--- src/rtl/idct_pkg.sv ---
// Shared definitions for the 8x8 IDCT pipeline: sample width, transform size
// and the ping-pong bank state encoding.
package idct_pkg;

    localparam int WIDTH = 25;
    localparam int N     = 8;

    typedef enum logic [1:0] {
        BANK_EMPTY,
        BANK_FILLING,
        BANK_FULL,
        BANK_DRAINING
    } bank_state_e;

endpackage

--- src/rtl/idct_tp_bank.sv ---
// One 8x8 transpose bank: whole-row write port, whole-column read port.
// Contents are never cleared; the owning controller tracks validity.
module idct_tp_bank #(
    parameter int WIDTH = idct_pkg::WIDTH,
    parameter int N     = idct_pkg::N
) (
    input  logic                        clk,
    input  logic                        wr_en_i,
    input  logic [2:0]                  wr_row_i,
    input  logic [N-1:0][WIDTH-1:0]     wr_data_i,
    input  logic [2:0]                  rd_col_i,
    output logic [N-1:0][WIDTH-1:0]     rd_data_o
);

    logic [WIDTH-1:0] mem_q [N][N];

    always_ff @(posedge clk) begin
        if (wr_en_i) begin
            for (int unsigned c = 0; c < N; c++) begin
                mem_q[wr_row_i][c] <= wr_data_i[c];
            end
        end
    end

    always_comb begin
        rd_data_o = '0;
        for (int unsigned r = 0; r < N; r++) begin
            rd_data_o[r] = mem_q[r][rd_col_i];
        end
    end

endmodule

--- src/rtl/idct_transpose8.sv ---
// Row-to-column transpose buffer between the row and column IDCT passes,
// built from two ping-pong 8x8 banks with per-bank fill/drain state.
module idct_transpose8 #(
    parameter int WIDTH = idct_pkg::WIDTH,
    parameter int N     = idct_pkg::N
) (
    input  logic                    clk,
    input  logic                    reset,
    input  logic                    in_valid,
    output logic                    in_ready,
    input  logic signed [WIDTH-1:0] in_data_1,
    input  logic signed [WIDTH-1:0] in_data_2,
    input  logic signed [WIDTH-1:0] in_data_3,
    input  logic signed [WIDTH-1:0] in_data_4,
    input  logic signed [WIDTH-1:0] in_data_5,
    input  logic signed [WIDTH-1:0] in_data_6,
    input  logic signed [WIDTH-1:0] in_data_7,
    input  logic signed [WIDTH-1:0] in_data_8,
    output logic                    out_valid,
    input  logic                    out_ready,
    output logic signed [WIDTH-1:0] out_data_1,
    output logic signed [WIDTH-1:0] out_data_2,
    output logic signed [WIDTH-1:0] out_data_3,
    output logic signed [WIDTH-1:0] out_data_4,
    output logic signed [WIDTH-1:0] out_data_5,
    output logic signed [WIDTH-1:0] out_data_6,
    output logic signed [WIDTH-1:0] out_data_7,
    output logic signed [WIDTH-1:0] out_data_8,
    output logic [2:0]              out_col,
    output logic                    out_last
);
    import idct_pkg::*;

    bank_state_e              state_q [2];
    bank_state_e              state_d [2];
    logic                     wr_bank_q, wr_bank_d;
    logic                     rd_bank_q, rd_bank_d;
    logic [2:0]               wr_row_q, wr_row_d;
    logic [2:0]               rd_col_q, rd_col_d;
    logic                     in_ready_q, in_ready_d;
    logic                     in_fire, out_fire;
    logic [1:0]               bank_wr, bank_rd;
    logic [N-1:0][WIDTH-1:0]  wr_data;
    logic [N-1:0][WIDTH-1:0]  rd_data [2];
    logic [N-1:0][WIDTH-1:0]  col_data;

    assign wr_data = {in_data_8, in_data_7, in_data_6, in_data_5,
                      in_data_4, in_data_3, in_data_2, in_data_1};

    assign in_ready  = in_ready_q;
    assign out_valid = (state_q[rd_bank_q] == BANK_FULL) ||
                       (state_q[rd_bank_q] == BANK_DRAINING);
    assign out_col   = rd_col_q;
    assign out_last  = out_valid && (rd_col_q == 3'd7);

    always_comb begin
        in_fire   = in_valid && in_ready_q;
        out_fire  = out_valid && out_ready;
        wr_row_d  = wr_row_q;
        wr_bank_d = wr_bank_q;
        rd_col_d  = rd_col_q;
        rd_bank_d = rd_bank_q;
        bank_wr   = '0;
        bank_rd   = '0;

        if (in_fire) begin
            wr_row_d = wr_row_q + 3'd1;
            if (wr_row_q == 3'd7) wr_bank_d = ~wr_bank_q;
        end
        if (out_fire) begin
            rd_col_d = rd_col_q + 3'd1;
            if (rd_col_q == 3'd7) rd_bank_d = ~rd_bank_q;
        end

        for (int unsigned b = 0; b < 2; b++) begin
            bank_wr[b] = in_fire  && (wr_bank_q == 1'(b));
            bank_rd[b] = out_fire && (rd_bank_q == 1'(b));
            state_d[b] = state_q[b];
            case (state_q[b])
                BANK_EMPTY:    if (bank_wr[b]) state_d[b] = BANK_FILLING;
                BANK_FILLING:  if (bank_wr[b] && wr_row_q == 3'd7) state_d[b] = BANK_FULL;
                BANK_FULL:     if (bank_rd[b]) state_d[b] = BANK_DRAINING;
                BANK_DRAINING: if (bank_rd[b] && rd_col_q == 3'd7) state_d[b] = BANK_EMPTY;
                default:       state_d[b] = BANK_EMPTY;
            endcase
        end

        // Ready looks one cycle ahead so a bank freed this cycle is writable next cycle.
        in_ready_d = (state_d[wr_bank_d] == BANK_EMPTY) ||
                     (state_d[wr_bank_d] == BANK_FILLING);
    end

    always_ff @(posedge clk) begin
        if (reset) begin
            state_q[0] <= BANK_EMPTY;
            state_q[1] <= BANK_EMPTY;
            wr_bank_q  <= 1'b0;
            rd_bank_q  <= 1'b0;
            wr_row_q   <= '0;
            rd_col_q   <= '0;
            in_ready_q <= 1'b1;
        end else begin
            state_q[0] <= state_d[0];
            state_q[1] <= state_d[1];
            wr_bank_q  <= wr_bank_d;
            rd_bank_q  <= rd_bank_d;
            wr_row_q   <= wr_row_d;
            rd_col_q   <= rd_col_d;
            in_ready_q <= in_ready_d;
        end
    end

    idct_tp_bank #(.WIDTH(WIDTH), .N(N)) u_bank0 (
        .clk       (clk),
        .wr_en_i   (bank_wr[0]),
        .wr_row_i  (wr_row_q),
        .wr_data_i (wr_data),
        .rd_col_i  (rd_col_q),
        .rd_data_o (rd_data[0])
    );

    idct_tp_bank #(.WIDTH(WIDTH), .N(N)) u_bank1 (
        .clk       (clk),
        .wr_en_i   (bank_wr[1]),
        .wr_row_i  (wr_row_q),
        .wr_data_i (wr_data),
        .rd_col_i  (rd_col_q),
        .rd_data_o (rd_data[1])
    );

    assign col_data   = out_valid ? rd_data[rd_bank_q] : '0;
    assign out_data_1 = col_data[0];
    assign out_data_2 = col_data[1];
    assign out_data_3 = col_data[2];
    assign out_data_4 = col_data[3];
    assign out_data_5 = col_data[4];
    assign out_data_6 = col_data[5];
    assign out_data_7 = col_data[6];
    assign out_data_8 = col_data[7];

endmodule
--- config.mk ---
export PLATFORM = sky130hd
export DESIGN_NAME = idct_transpose8
export DESIGN_NICKNAME = d
export VERILOG_FILES = /design/src/rtl/idct_pkg.sv /design/src/rtl/idct_tp_bank.sv /design/src/rtl/idct_transpose8.sv
export SDC_FILE = /design/constraint.sdc
export NUM_CORES = 2
export LEC_CHECK = 0
export ABC_AREA = 1
export CAP_MARGIN = 20
export CORE_MARGIN = 2
export CORE_UTILIZATION = 40
export CTS_BUF_LIST = sky130_fd_sc_hd__clkbuf_16
export CTS_CLUSTER_SIZE = 40
export DETAILED_ROUTE_END_ITERATION = 8
export SYNTH_ARGS = -nofsm -noshare
export SYNTH_HDL_FRONTEND = slang
export SYNTH_SLANG_ARGS = --single-unit
--- constraint.sdc ---
create_clock -name clk -period 17.3 [get_ports clk]
set_input_delay 4.325 -clock clk [delete_from_list [all_inputs] [get_ports clk]]
set_output_delay 4.325 -clock clk [all_outputs]
set_load 0.02 [all_outputs]
==> impl_metrics.csv <==
group,metric,value,unit
power_and_ir_drop,p_sw,0.00337,W
grt,track_usage,24.0,%
sta,maxSlewHeadroom,15.8,%
sta,rsz0062_at_grt,"no",
detailed_routing,avgViaCountPerCell,5.12,
critical_path,cp_top_family,"buffers and inverters",
floorplanning,start_util,40.1,%
sta,worst_slew_pin_slew,1260,ps
clock_tree,cts_tree,"done",
floorplanning,die_h,585,um
placed_design,gp_congestion,0.932,
floorplanning,die_area,0.342,mm2
synth,yosysSeqAreaShare,71.4,%
floorplanning,num_rows,213,
clock_tree,clk_pin_slew_worst_paths,60,ps
final_layout,final_layout_size_suffix_gt1_share,4.83,%
sta,period_share,62.7,%
critical_path,endpoint_kind,"primary output",
sta,period_needed,10840,ps
worst_hold_path,hold_class,"flip-flop to flip-flop",
synth,yosysWarnings,0,
final_layout,syn_to_final_growth,14.1,%
synth,synth_top_cell_by_area,"edfxtp_1",
detailed_routing,routed_wl,420000,um
floorplanning,core,0.336,mm2
synth,synth.net_count,12820,
power_and_ir_drop,pwr-share-seq,54.2,%
synth,netlist_area,0.135,mm2
detailed_routing,num_vias,90603,
critical_path,slowest_delay,870,ps
sta,max_freq,92.2,MHz
sta,hold_violations,0,
clock_tree,post-cts-setup-buffer-count,0,
placed_design,port_buffers,409,
critical_path,worst-setup-path-type,"flip-flop to primary output",
synth,synth_cells,12612,
status,status,"finished clean",
floorplanning,ios,410,
detailed_routing,firstDrtPassIters,7,
power_and_ir_drop,powerDensity,104,mW/mm2
critical_path,worstPathArrival,6520,ps
critical_path,cp_data_required_time,12980,ps
sta,setup_tns,0,ps
critical_path,critPathSlowestCell,"buf_4",
synth,synth-seq-cells,3214,
power_and_ir_drop,p_leak,61.7,nW
critical_path,crit_chain,"buf_12 -> buf_4 -> buf_12 -> buf_4 -> nand2_1 -> nand2_1 -> nand2_1 -> nand3_1 -> nand3_1 -> a21oi_1 -> clkdlybuf4s50_1",
synth,synth_area_per_cell,10.7,um2
power_and_ir_drop,clkPwrFrac,43.4,%
clock_tree,cts_root_buffer,"clkbuf_16",
final_layout,seqCellArea,0.0964,mm2
clock_tree,cts_resized,0,
critical_path,reg2reg_slack,12490,ps
clock_tree,cts_sinks,3214,
run,cap_violations,0,
final_layout,final_cell_mix,"nand2_1, edfxtp_1, nand3_1",
grt,grt_overflow,0,
detailed_routing,drc_errors,0,
sta,slew_viol_final,0,
critical_path,critPathLaunchType,"flip-flop",
final_layout,final_common_cell,"nand2_1",
clock_tree,worstSkewPairLatency,950,ps
floorplanning,dieWidth,585,um
synth,synth_top_area_share,71.2,%
final_layout,nets,13038,
final_layout,multi_input_area,0.0296,mm2
critical_path,crit_top_cell,"nand2_1",
detailed_routing,wl_per_cell,23.7,um
critical_path,cp_num_buf_inv,5,
power_and_ir_drop,p_int,0.0127,W
power_and_ir_drop,pwr-share-comb,2.4,%
critical_path,cp_max_fo,157,
clock_tree,htreeDepth,5,
clock_tree,clock_path_buffers,4,
sta,setup_viol,0,
synth,synth_area_leaders,"edfxtp_1, nand2_1, nand3_1",
grt,grt_pass1_vias,83303,
synth,yosysUniqueCellTypes,21,
final_layout,nFillCells,30794,
power_and_ir_drop,irDropWorstVdd,0.0829,mV
grt,grt_max_degree,201,
clock_tree,cts_buffers,339,
grt,antenna_found_initial,132,
clock_tree,ctsHoldBuffers,0,
grt,grt_pass1_wl,598000,um
placed_design,place_hpwl,239000,um
detailed_routing,drtAntennaViolNets,0,
sta,clock_skew,64.5,ps
power_and_ir_drop,switching_share,20.9,%
detailed_routing,drtIter0Drc,9246,
power_and_ir_drop,total_power,0.0161,W
-- path summary, 6_finish.rpt --
path                   start                  end  cells after the start
hold / removal     wr_bank_q            wr_bank_q                      3
setup reg to reg    in_ready  u_bank1.mem_q[7][0]                      8
hold reg to reg    wr_bank_q            wr_bank_q                      3
setup / recovery  out_col[0]       out_data_5[23]                     11
-- flip-flops by register name (all words and copies together), names as in the netlist, named ones only --
name,cells
rd_bank_q,1
wr_row_q,3
out_col,3
u_bank0.mem_q,1600
wr_bank_q,1
u_bank1.mem_q,1600
in_ready,1
state_q,4
-- worst register-to-register path, cell delays in order, from the launching register on --
cell and delay [ps]:
dfxtp_1 330, nand2_1 180, nor2_1 210, inv_1 330, nor2_4 170, buf_4 740
buf_4 860, buf_4 850, buf_4 670
-- per-layer routing --
metal | GRT usage [%] | part of all wire, % | up-vias | routed length [um]
met5 | 0 | 0.036 | - | 151
li1 | - | - | 41953 | -
met2 | 38.7 | 48 | 3708 | 200000
met3 | 4.91 | 8.5 | 785 | 35800
met1 | 31.0 | 39 | 44135 | 165000
met4 | 11.7 | 4.3 | 22 | 18100
-- layout make-up --
type	count	share of cell area, %
repair buffers	565	3.59
clock buffers	348	5.66
diodes	72	0.117
inverters	1621	3.97
well taps	4515	3.67
multi-input cells	7089	19.2
clock inverters	263	1.17
flip-flops and latches	3214	62.6
-- power by group through the flow --
stage	combinational, W	clock (W)	sequential (W)
after floorplan	0.000111	0	0.00890
after global placement	0.000387	0	0.00887
after detailed placement	0.000390	0	0.00888
after CTS	0.000392	0.00708	0.00871
after global routing	0.000417	0.00739	0.00872
final	0.000387	0.00699	0.00871
-- cell usage after synthesis --
master,count
nand2_1,4820
edfxtp_1,3200
nand3_1,2014
inv_1,1617
buf_2,373
clkbuf_1,270
a21oi_1,209
buf_1,40
nor2_1,25
dfxtp_1,14
o21ai_0,10
buf_4,4
ha_1,4
nand4_1,3
clkinv_1,2
inv_2,2
and2_1,1
buf_6,1
nand3b_1,1
nor2b_1,1
nor3_1,1
-- through the flow --
step	hold WS [ps]	setup WS, ps	cells	utilization [%]	instance area (um2)
4_1_cts	596	6530	17614	45.7	154000
3_3_place_gp	556	7540	17002	42.6	143000
2_1_floorplan	521	3500	12612	-	135000
6_report	606	6460	17687	45.8	154000
3_5_place_dp	587	7580	17003	42.6	143000
5_1_grt	634	6190	17670	45.8	154000
-- cell families (layout without fill, tap and decap cells) --
| kind of cell | Yosys count | in the layout | synth area share (%) |
|---|---|---|---|
| other cells | 0 | 72 | 0 |
| simple gates | 6866 | 6866 | 21.0 |
| flops | 3214 | 3214 | 71.4 |
| compound gates | 219 | 219 | 0.812 |
| buf+inv | 2309 | 2797 | 6.78 |
| fa+ha+maj | 4 | 4 | 0.0371 |
(Power assumes the default switching activity.)
